**src/rtl/counter_display_pkg.sv**
```systemverilog
// Shared types and constants for the two-digit counter display.
// Segment patterns are active-high {g,f,e,d,c,b,a}; polarity is applied in counter_display.
package counter_display_pkg;

  localparam logic [6:0] SEG_0   = 7'h3F;
  localparam logic [6:0] SEG_1   = 7'h06;
  localparam logic [6:0] SEG_2   = 7'h5B;
  localparam logic [6:0] SEG_3   = 7'h4F;
  localparam logic [6:0] SEG_4   = 7'h66;
  localparam logic [6:0] SEG_5   = 7'h6D;
  localparam logic [6:0] SEG_6   = 7'h7D;
  localparam logic [6:0] SEG_7   = 7'h07;
  localparam logic [6:0] SEG_8   = 7'h7F;
  localparam logic [6:0] SEG_9   = 7'h6F;
  localparam logic [6:0] SEG_OFF = 7'h00;

  typedef enum logic {
    DIG_ONES = 1'b0,
    DIG_TENS = 1'b1
  } dig_sel_t;

  // Split 0..31 into {tens, ones}; a compare ladder avoids a generic divider.
  function automatic logic [7:0] bin_to_bcd(input logic [4:0] value);
    logic [3:0] tens;
    logic [3:0] ones;
    if (value >= 5'd30) begin
      tens = 4'd3;
      ones = 4'(value - 5'd30);
    end else if (value >= 5'd20) begin
      tens = 4'd2;
      ones = 4'(value - 5'd20);
    end else if (value >= 5'd10) begin
      tens = 4'd1;
      ones = 4'(value - 5'd10);
    end else begin
      tens = 4'd0;
      ones = 4'(value);
    end
    return {tens, ones};
  endfunction

endpackage

```
**src/rtl/counter_display_seg7_decoder.sv**
```systemverilog
// Combinational BCD to seven-segment decoder, active-high output.
// Codes 10..15 blank the digit.
module seg7_decoder
  import counter_display_pkg::*;
(
  input  logic [3:0] bcd,
  output logic [6:0] seg
);

  always_comb begin
    seg = SEG_OFF;
    case (bcd)
      4'd0:    seg = SEG_0;
      4'd1:    seg = SEG_1;
      4'd2:    seg = SEG_2;
      4'd3:    seg = SEG_3;
      4'd4:    seg = SEG_4;
      4'd5:    seg = SEG_5;
      4'd6:    seg = SEG_6;
      4'd7:    seg = SEG_7;
      4'd8:    seg = SEG_8;
      4'd9:    seg = SEG_9;
      default: seg = SEG_OFF;
    endcase
  end

endmodule

```
**src/rtl/counter_display.sv**
```systemverilog
// Two-digit multiplexed display of a 0..31 value with pause flag on the ones decimal point.
// Optional macro COUNTER_DISPLAY_BLANK_EN blanks a leading-zero tens digit.
//
// state    | meaning
// DIG_ONES | ones digit selected (first half of a frame)
// DIG_TENS | tens digit selected; snapshot reloads on its terminal count
module counter_display
  import counter_display_pkg::*;
#(
  parameter int RefreshDiv   = 50000,
  parameter bit SegActiveLow = 1'b1
) (
  input  logic       i_clk,
  input  logic       i_reset,
  input  logic [4:0] i_data,
  input  logic       i_pause,
  output logic [6:0] o_seg,
  output logic       o_dp,
  output logic [1:0] o_an
);

  localparam int             PW       = $clog2(RefreshDiv);
  localparam logic [PW-1:0]  TC_VAL   = PW'(RefreshDiv - 1);
  localparam logic [6:0]     SEG_IDLE = SegActiveLow ? 7'h7F : 7'h00;
  localparam logic [1:0]     AN_IDLE  = SegActiveLow ? 2'b11 : 2'b00;
  localparam logic           DP_IDLE  = SegActiveLow;

  logic [PW-1:0] presc;
  logic          tc;
  dig_sel_t      dig;
  dig_sel_t      dig_nxt;
  logic [1:0]    an_raw;
  logic [4:0]    snap;
  logic [7:0]    bcd;
  logic [3:0]    digit_val;
  logic [6:0]    seg_raw;
  logic [6:0]    seg_sel;
  logic          dp_on;

  assign tc = (presc == TC_VAL);

  always_ff @(posedge i_clk or posedge i_reset) begin
    if (i_reset)  presc <= '0;
    else if (tc)  presc <= '0;
    else          presc <= presc + 1'b1;
  end

  always_ff @(posedge i_clk or posedge i_reset) begin
    if (i_reset) dig <= DIG_ONES;
    else         dig <= dig_nxt;
  end

  always_comb begin
    dig_nxt = dig;
    an_raw  = 2'b01;
    case (dig)
      DIG_ONES: begin
        an_raw = 2'b01;
        if (tc) dig_nxt = DIG_TENS;
      end
      DIG_TENS: begin
        an_raw = 2'b10;
        if (tc) dig_nxt = DIG_ONES;
      end
    endcase
  end

  // Reload only at the end of a full frame so both digits come from one value.
  always_ff @(posedge i_clk or posedge i_reset) begin
    if (i_reset)                      snap <= '0;
    else if (tc && dig == DIG_TENS)   snap <= i_data;
  end

  assign bcd       = bin_to_bcd(snap);
  assign digit_val = (dig == DIG_TENS) ? bcd[7:4] : bcd[3:0];

  seg7_decoder u_seg7_decoder (
    .bcd (digit_val),
    .seg (seg_raw)
  );

`ifdef COUNTER_DISPLAY_BLANK_EN
  assign seg_sel = (dig == DIG_TENS && bcd[7:4] == 4'd0) ? SEG_OFF : seg_raw;
`else
  assign seg_sel = seg_raw;
`endif

  assign dp_on = (dig == DIG_ONES) && i_pause;

  always_ff @(posedge i_clk or posedge i_reset) begin
    if (i_reset) begin
      o_seg <= SEG_IDLE;
      o_an  <= AN_IDLE;
      o_dp  <= DP_IDLE;
    end else begin
      o_seg <= seg_sel ^ {7{SegActiveLow}};
      o_an  <= an_raw ^ {2{SegActiveLow}};
      o_dp  <= dp_on ^ SegActiveLow;
    end
  end

endmodule
```
**config.mk**
```make
export PLATFORM = sky130hd
export DESIGN_NAME = counter_display
export DESIGN_NICKNAME = d
export VERILOG_FILES = /design/src/rtl/counter_display_pkg.sv /design/src/rtl/counter_display_seg7_decoder.sv /design/src/rtl/counter_display.sv
export SDC_FILE = /design/constraint.sdc
export NUM_CORES = 1
export LEC_CHECK = 0
export BUFFER_PORTS_ARGS = -buffer_cell sky130_fd_sc_hd__buf_4
export CORE_MARGIN = 5
export CORE_UTILIZATION = 41
export CTS_BUF_LIST = sky130_fd_sc_hd__clkbuf_8 sky130_fd_sc_hd__clkbuf_16
export DETAILED_ROUTE_END_ITERATION = 8
export GPL_TIMING_DRIVEN = 0
export HOLD_SLACK_MARGIN = 0.06
export SETUP_SLACK_MARGIN = 0.3
export SLEW_MARGIN = 5
export SYNTH_ARGS = -nofsm -noshare
export SYNTH_HDL_FRONTEND = slang
export SYNTH_SLANG_ARGS = --single-unit
```
**constraint.sdc**
```tcl
create_clock -name i_clk -period 7.1 [get_ports i_clk]
set_input_delay 0.355 -clock i_clk [delete_from_list [all_inputs] [get_ports i_clk]]
set_output_delay 0.355 -clock i_clk [all_outputs]
set_load 0.05 [all_outputs]
```
==> metrics, run 1 <==
first-pass GRT wire length 5.75 mm; post-CTS setup buffer count 0; Peak Freq 368 MHz; NetSw 0.0746 mW; Boundary Pins 18; post-synth top area share 31.1%; initial core utilization 43.3%; LEAKAGE 0.966 nW; CP arrival 2.89 ns; status complete, no violations; Cell Int Power ~0.29 mW; warnings from Yosys 0; RSZ-0062 raised after global routing false; reg-to-reg endpoint snap[0]; synthesized net count 191; syn_area_per_cell ~10 sq um; routed wire length about 3.3 mm; fraction of registers with async set/reset between 90% and 100%; Multi-input gate area 886 sq um; initial DRC count 86; CP max FO 10; CP peak stage delay 0.85 ns; Clock Tree Root clkbuf_8; via count about 1,300; met3 Resource Use GR 3.83%; Core ar. 4090 sq um; post-synthesis sequential area ratio approximately 46%; H-tree lvl count 2; hold_buf cts 0; Initial DRT Pass Iterations 5; hpwl dp 2.47 mm; Critical Path Start Type flip-flop; ant diodes 0; CTS resizes 0; Post-Syn Area 1770 sq um; Final Critical Period 2.72 ns; Area Growth Syn to Fin 16.8%; crit end category flip-flop; WP buf/inv 1; CP Data Required Time 7.27 ns; DIE HEIGHT 75.7 um; ANT nets after route 0; # clock sinks 32; top_reg_cell synth dfrtp_1; CTS Buf Count 5; die area 5730 sq um; largest net degree at the start of global routing 33; Max Cap Violations 0; Clock Skews 0.0115 ns; per-cell routed wire length 13.5 um; FF-to-FF path depth 6; Critical Path Stages 6; PortBufs 17; slew margin rel. ~28%; fin crit share 38.3%; cell taking the most area after synthesis dfrtp_1; synth unique cells 50; CP cell instances ha_1, nand3_1, nor4_2, ha_1, clkbuf_1, mux2_2; Clock power frac 47.4%; share of cells above drive strength 1 24.5%; number of synthesized flops with an enable pin 0; crit path kind reg -> reg; initial antenna violation count 0; CTS tree yes; Syn Inst Count 171; global placer's final weighted congestion about 0.86; sequential share of power 50.4%; Storage cell area ~810 sq um; Max IR drop VDD 0.0719 mV; Hold Path Class in -> async; total grt overflow 0; worst-margin pin slew 1.07 ns; vias in the first global route about 1,200; Site Rows 23; slowest CP cell nor4_2; setup tns final 0 ns; # fillers 387; RR Startpoint presc[0]; sw frac 20.5%; Comb pwr share between 2 and 2.5%; gr usage total 13.2%; clock slew at reported path FFs approximately 0.07 ns; GR peak layer met2; final setup violation count 0; WHS approximately 0.21 ns; Pwr Density between 150 and 200 nW/um^2; Final Hold Viols 0; Final #Nets 215; met2 usage 20.6%; top post-synthesis cells by area dfrtp_1 31%, dfstp_2 15%, ha_1 8.5%; number of synthesized register bits 32; R2R setup slack 4.38 ns; M1 GR Usage 17.1%; CTS Buffer Depth 2; most frequent CP cell ha_1; vias per cell 5.22; final max-slew violation count 0; Remaining DRCs 0; worst skew pair latency between 0.2 and 0.3 ns; CP top delay family simple AND/OR/NAND/NOR gates; Horiz. Die Dim between 70 and 80 um
==> flip-flops by register name, summed over array words and instances, names as in the netlist <==
register	flops
o_seg	7
o_dp	1
presc	16
o_an	2
dig	1
snap	5
==> routing by layer <==
layer | share of wire [%] | up-vias
met3 | 6.2 | 8
met4 | 2.1 | 0
met2 | 46 | 38
met1 | 45 | 601
met5 | 0 | -
li1 | - | 637
==> cells in the mapped netlist, types with 2 or more instances <==
library cell / n
nor2b_1: 3
nand4_1: 3
xnor2_1: 7
nor2_1: 15
nand2_1: 11
xor2_1: 9
and3b_1: 2
a21oi_1: 6
nor3_1: 3
nand3_1: 7
mux2i_1: 3
clkbuf_1: 2
mux2_2: 3
a31oi_1: 2
ha_1: 12
dfstp_2: 10
o211ai_1: 2
a211oi_1: 2
buf_2: 2
inv_1: 10
dfrtp_1: 22
a2bb2oi_1: 2
nor4_1: 2
and3_1: 2
o21ai_0: 4
==> cells in the final DEF (no fill, tap or decap), types with 2 or more instances in the layout <==
cell type,count
nand2_1,11
clkbuf_8,5
a21oi_1,6
dfrtp_1,22
buf_2,2
clkbuf_1,2
nand3_1,7
inv_1,10
xnor2_1,7
mux2i_1,3
nor4_1,2
buf_4,17
mux2_2,3
a2bb2oi_1,2
a31oi_1,2
and3_1,2
nor2_1,15
nor3_1,3
nor2b_1,3
o21ai_0,4
dfstp_2,10
ha_1,12
and3b_1,2
xor2_1,9
nand4_1,3
a211oi_1,2
o211ai_1,2
==> final cells by class <==
class	count	area share (%)
multi-input combinational	123	42.9
sequential	32	39.3
timing repair buffer	17	6.17
clock buffer	5	3.33
tap	50	3.03
inverter	11	2.00
clock inverter	3	1.88
buffer	5	1.39
==> power by group through the flow <==
stage | Sequential, mW | Clock [mW] | Combinational [mW]
final | 0.183 | 0.172 | 0.00798
after CTS | 0.183 | 0.176 | 0.00844
after detailed placement | 0.186 | 0 | 0.00840
after global placement | 0.186 | 0 | 0.00810
after global routing | 0.183 | 0.184 | 0.00919
after floorplan | 0.187 | 0 | 0.00279
==> cell families (layout without fill, tap and decap cells) <==
kind of cell	Yosys count	after routing	share of synthesized area, %
adder cells (fa/ha/maj)	12	12	8.49
flip-flops	32	32	46.0
AND/OR/NAND/NOR	59	59	18.0
buffers and inverters	16	41	3.96
multiplexers	6	6	3.61
XOR/XNOR	16	16	7.92
AO/OA/AOI/OAI	30	30	12.1
==> how the worst max path moves through the flow <==
stage	slack (ns)	start	to
floorplan	4.80	presc[12]	snap[0]
global placement	4.44	presc[0]	snap[3]
detailed placement	4.35	presc[0]	snap[3]
CTS	4.34	presc[0]	snap[0]
global route	4.15	presc[0]	snap[3]
finish	4.38	presc[0]	snap[0]
==> per-stage QoR <==
step / std cells / total power, mW / instance area, sq um / setup WS (ns) / utilization [%]
6_report: 246 / 0.363 / 2070 / 4.38 / 50.6
5_1_grt: 246 / 0.376 / 2070 / 4.15 / 50.6
4_1_cts: 246 / 0.367 / 2070 / 4.34 / 50.6
3_5_place_dp: 238 / 0.195 / 1960 / 4.35 / 47.9
3_3_place_gp: 238 / 0.194 / 1960 / 4.44 / 47.9
2_1_floorplan: 171 / 0.190 / 1770 / 4.80 / -
No activity file was read; power rests on OpenSTA's default activity.
==> run 2, diff against run 1 <==
==> constraint.sdc (replaced) <==
create_clock -name i_clk -period 2.39 [get_ports i_clk]
set_input_delay 0.1195 -clock i_clk [delete_from_list [all_inputs] [get_ports i_clk]]
set_output_delay 0.1195 -clock i_clk [all_outputs]
set_load 0.05 [all_outputs]
==> run 2 against run 1 <==
Against the previous run:
- worst hold slack better by 0.21 ns
- critical path depth grew 2
- wire length is 18% higher
- design area increased by 22%
==> metrics, run 2 (synthesized netlist as in run 1, its figures left out) <==
status complete, no violations; initial antenna violation count 0 (unchanged); Max Cap Violations 0 (unchanged); global placer's final weighted congestion 0.790 (-8.1%); CP arrival 2.38 ns (-0.51 ns); H-tree lvl count 2 (unchanged); die area 5730 sq um (unchanged); CTS Buffer Depth 2 (unchanged); sw frac 20.0% (-0.51 points); RSZ-0062 raised after global routing true; vias in the first global route 1,384 (+11%); LEAKAGE 1.10 nW (+14%); commonest non-fill, non-tap cells in the layout 35 x buf_4, 19 x dfrtp_1, 15 x nor2_1, 10 x nand2_1, 10 x dfstp_2; CP peak stage delay 0.41 ns (-0.44 ns); Site Rows 23 (unchanged); Critical Path Start Type flip-flop; # fillers 337 (-13%); worst skew pair latency 0.28 ns (about the same); Most flops, register presc; fin crit share 91.3% (+53 points); commonest non-fill, non-tap cell in the layout buf_4; slew margin rel. 27.2% (-0.76 points); Horiz. Die Dim 75.7 um (unchanged); DIE HEIGHT 75.7 um (unchanged); Final Critical Period 2.18 ns (-0.536 ns); Final Hold Viols 0 (unchanged); worst-margin pin slew 1.09 ns (+0.0114 ns); Boundary Pins 18 (unchanged); initial DRC count 65 (-24%); most frequent CP cell buf_6; Area Growth Syn to Fin 42.7%; biggest regs presc (16), o_seg (7), snap (5); first-pass GRT wire length 6.22 mm (+8.2%); Clock power frac 46.8% (-0.6 points); share of cells above drive strength 1 44.8% (+20 points); hpwl dp 2.46 mm (-0.24%); Max IR drop VDD 0.266 mV (+270%); final max-slew violation count 0 (unchanged); CP max FO 8 (-2); total grt overflow 0 (unchanged); Initial DRT Pass Iterations 4 (-1); CTS tree yes; Hold Path Class reg -> reg; Storage cell area 817 sq um (+0.46%); routed wire length 3.92 mm (+18%); final setup violation count 0 (unchanged); Core ar. 4090 sq um (unchanged); # clock sinks 32 (unchanged); initial core utilization 43.3% (unchanged); PortBufs 17 (unchanged); Remaining DRCs 0 (unchanged); largest net degree at the start of global routing 33 (unchanged); gr usage total 14.3% (+1.1 points); CP cell instances buf_6, ha_1, a21boi_1, a211o_1, a221oi_4, buf_6, mux2i_4, a2bb2oi_1; sequential share of power 50.1% (-0.3 points); Comb pwr share 3.0% (+0.8 points); Clock Tree Root clkbuf_8; Cell Int Power 0.868 mW (+200%); crit path kind reg -> reg; Peak Freq 458 MHz (+25%); vias per cell 5.24 (+0.43%); post-layout util 61.8% (+11 points); Clock Skews 0.00914 ns (-0.00231 ns); NetSw 0.217 mW (+190%); crit end category flip-flop; slowest CP cell dfrtp_2; ant diodes 0 (unchanged); Final #Nets 242 (+13%); Pwr Density 430 nW/um^2 (+140%); clock slew at reported path FFs 0.07 ns (about the same); total power 1.09 mW (+200%); number of flip-flops in the largest register 16 (unchanged); per-cell routed wire length 14.3 um (+6.5%); Multi-input gate area 1090 sq um (+23%); CP Data Required Time 2.59 ns (-4.68 ns); CTS Buf Count 5 (unchanged); WHS 0.420 ns (+0.208 ns); ANT nets after route 0 (unchanged); via count 1,431 (+11%)
## run 2: cell types whose count changed in the layout (fill, tap and decap cells not counted), moves of 2 or more
cell and delta:
ha_1 -8, buf_4 +18, dfrtp_1 -3, buf_2 -2
buf_6 +3, ha_4 +5, clkbuf_1 -2, inv_1 -4
dlygate4sd3_1 +7, dfrtp_2 +3, ha_2 +3, inv_2 +2
## run 2: power groups by stage
stage | sequential (mW) | clock [mW] | combinational, mW
6_report | 0.544 | 0.508 | 0.0329
5_1_grt | 0.544 | 0.547 | 0.0369
4_1_cts | 0.544 | 0.519 | 0.0321
3_5_place_dp | 0.554 | 0 | 0.0244
3_3_place_gp | 0.554 | 0 | 0.0241
2_1_floorplan | 0.557 | 0 | 0.00827
## run 2: cell type report
type / instances / area share (%)
plain buffers: 5 / 1.78
clock buffers: 5 / 2.73
clock inverters: 3 / 1.68
inverters: 11 / 1.73
multi-input cells: 123 / 43.0
flip-flops and latches: 32 / 32.4
well taps: 50 / 2.48
repair buffers: 44 / 14.2
## run 2: repair_timing
| item | in CTS | in global routing |
|---|---|---|
| gates resized for setup | 16 | 27 |
| endpoints found under the hold margin | 6 | 15 |
| endpoints found under the setup margin | 12 | 9 |
| pin swaps | 11 | 12 |
| hold buffers | 6 | 1 |
| buffers inserted | 13 | 7 |
## run 2: stage by stage
stage	instance area (sq um)	TNS [ns]	std cells	setup WS (ns)
global placement	2000	0	238	0.0486
global route	2520	0	273	0.0892
finish	2520	0	273	0.207
detailed placement	2000	-0.0136	238	-0.00860
floorplan	1810	0	171	0.306
CTS	2340	0	265	0.221
## run 2: worst paths after layout
kind                              start         to  slack, ns  cells past startpoint
min in group asynchronous       i_reset  presc[15]       0.54                      3
max in group asynchronous       i_reset    snap[1]       1.31                      3
worst min register to register      dig    o_an[0]       0.42                      0
worst max-delay path            snap[2]   o_seg[3]       0.21                      8
worst max register to register  snap[2]   o_seg[3]       0.21                      8
worst min-delay path                dig    o_an[0]       0.42                      0
## run 2: routing by layer
metal | wire length, um | share of wire (%) | global-route usage (%) | up-vias
li1 | - | - | - | 696
met1 | 1620 | 41 | 17.6 | 677
met2 | 1960 | 50 | 24.0 | 48
met3 | 259 | 6.6 | 3.17 | 10
met4 | 78 | 2.0 | 6.41 | 0
met5 | 0 | 0 | 0 | -
## run 2: critical path, delay by kind of cell, from the launching register on
family                   cells  cell delay [ns]
AO/OA/AOI/OAI                4             0.83
flip-flops                   1             0.41
multiplexers                 1             0.25
buffers and inverters        2             0.34
adder cells (fa/ha/maj)      1             0.28
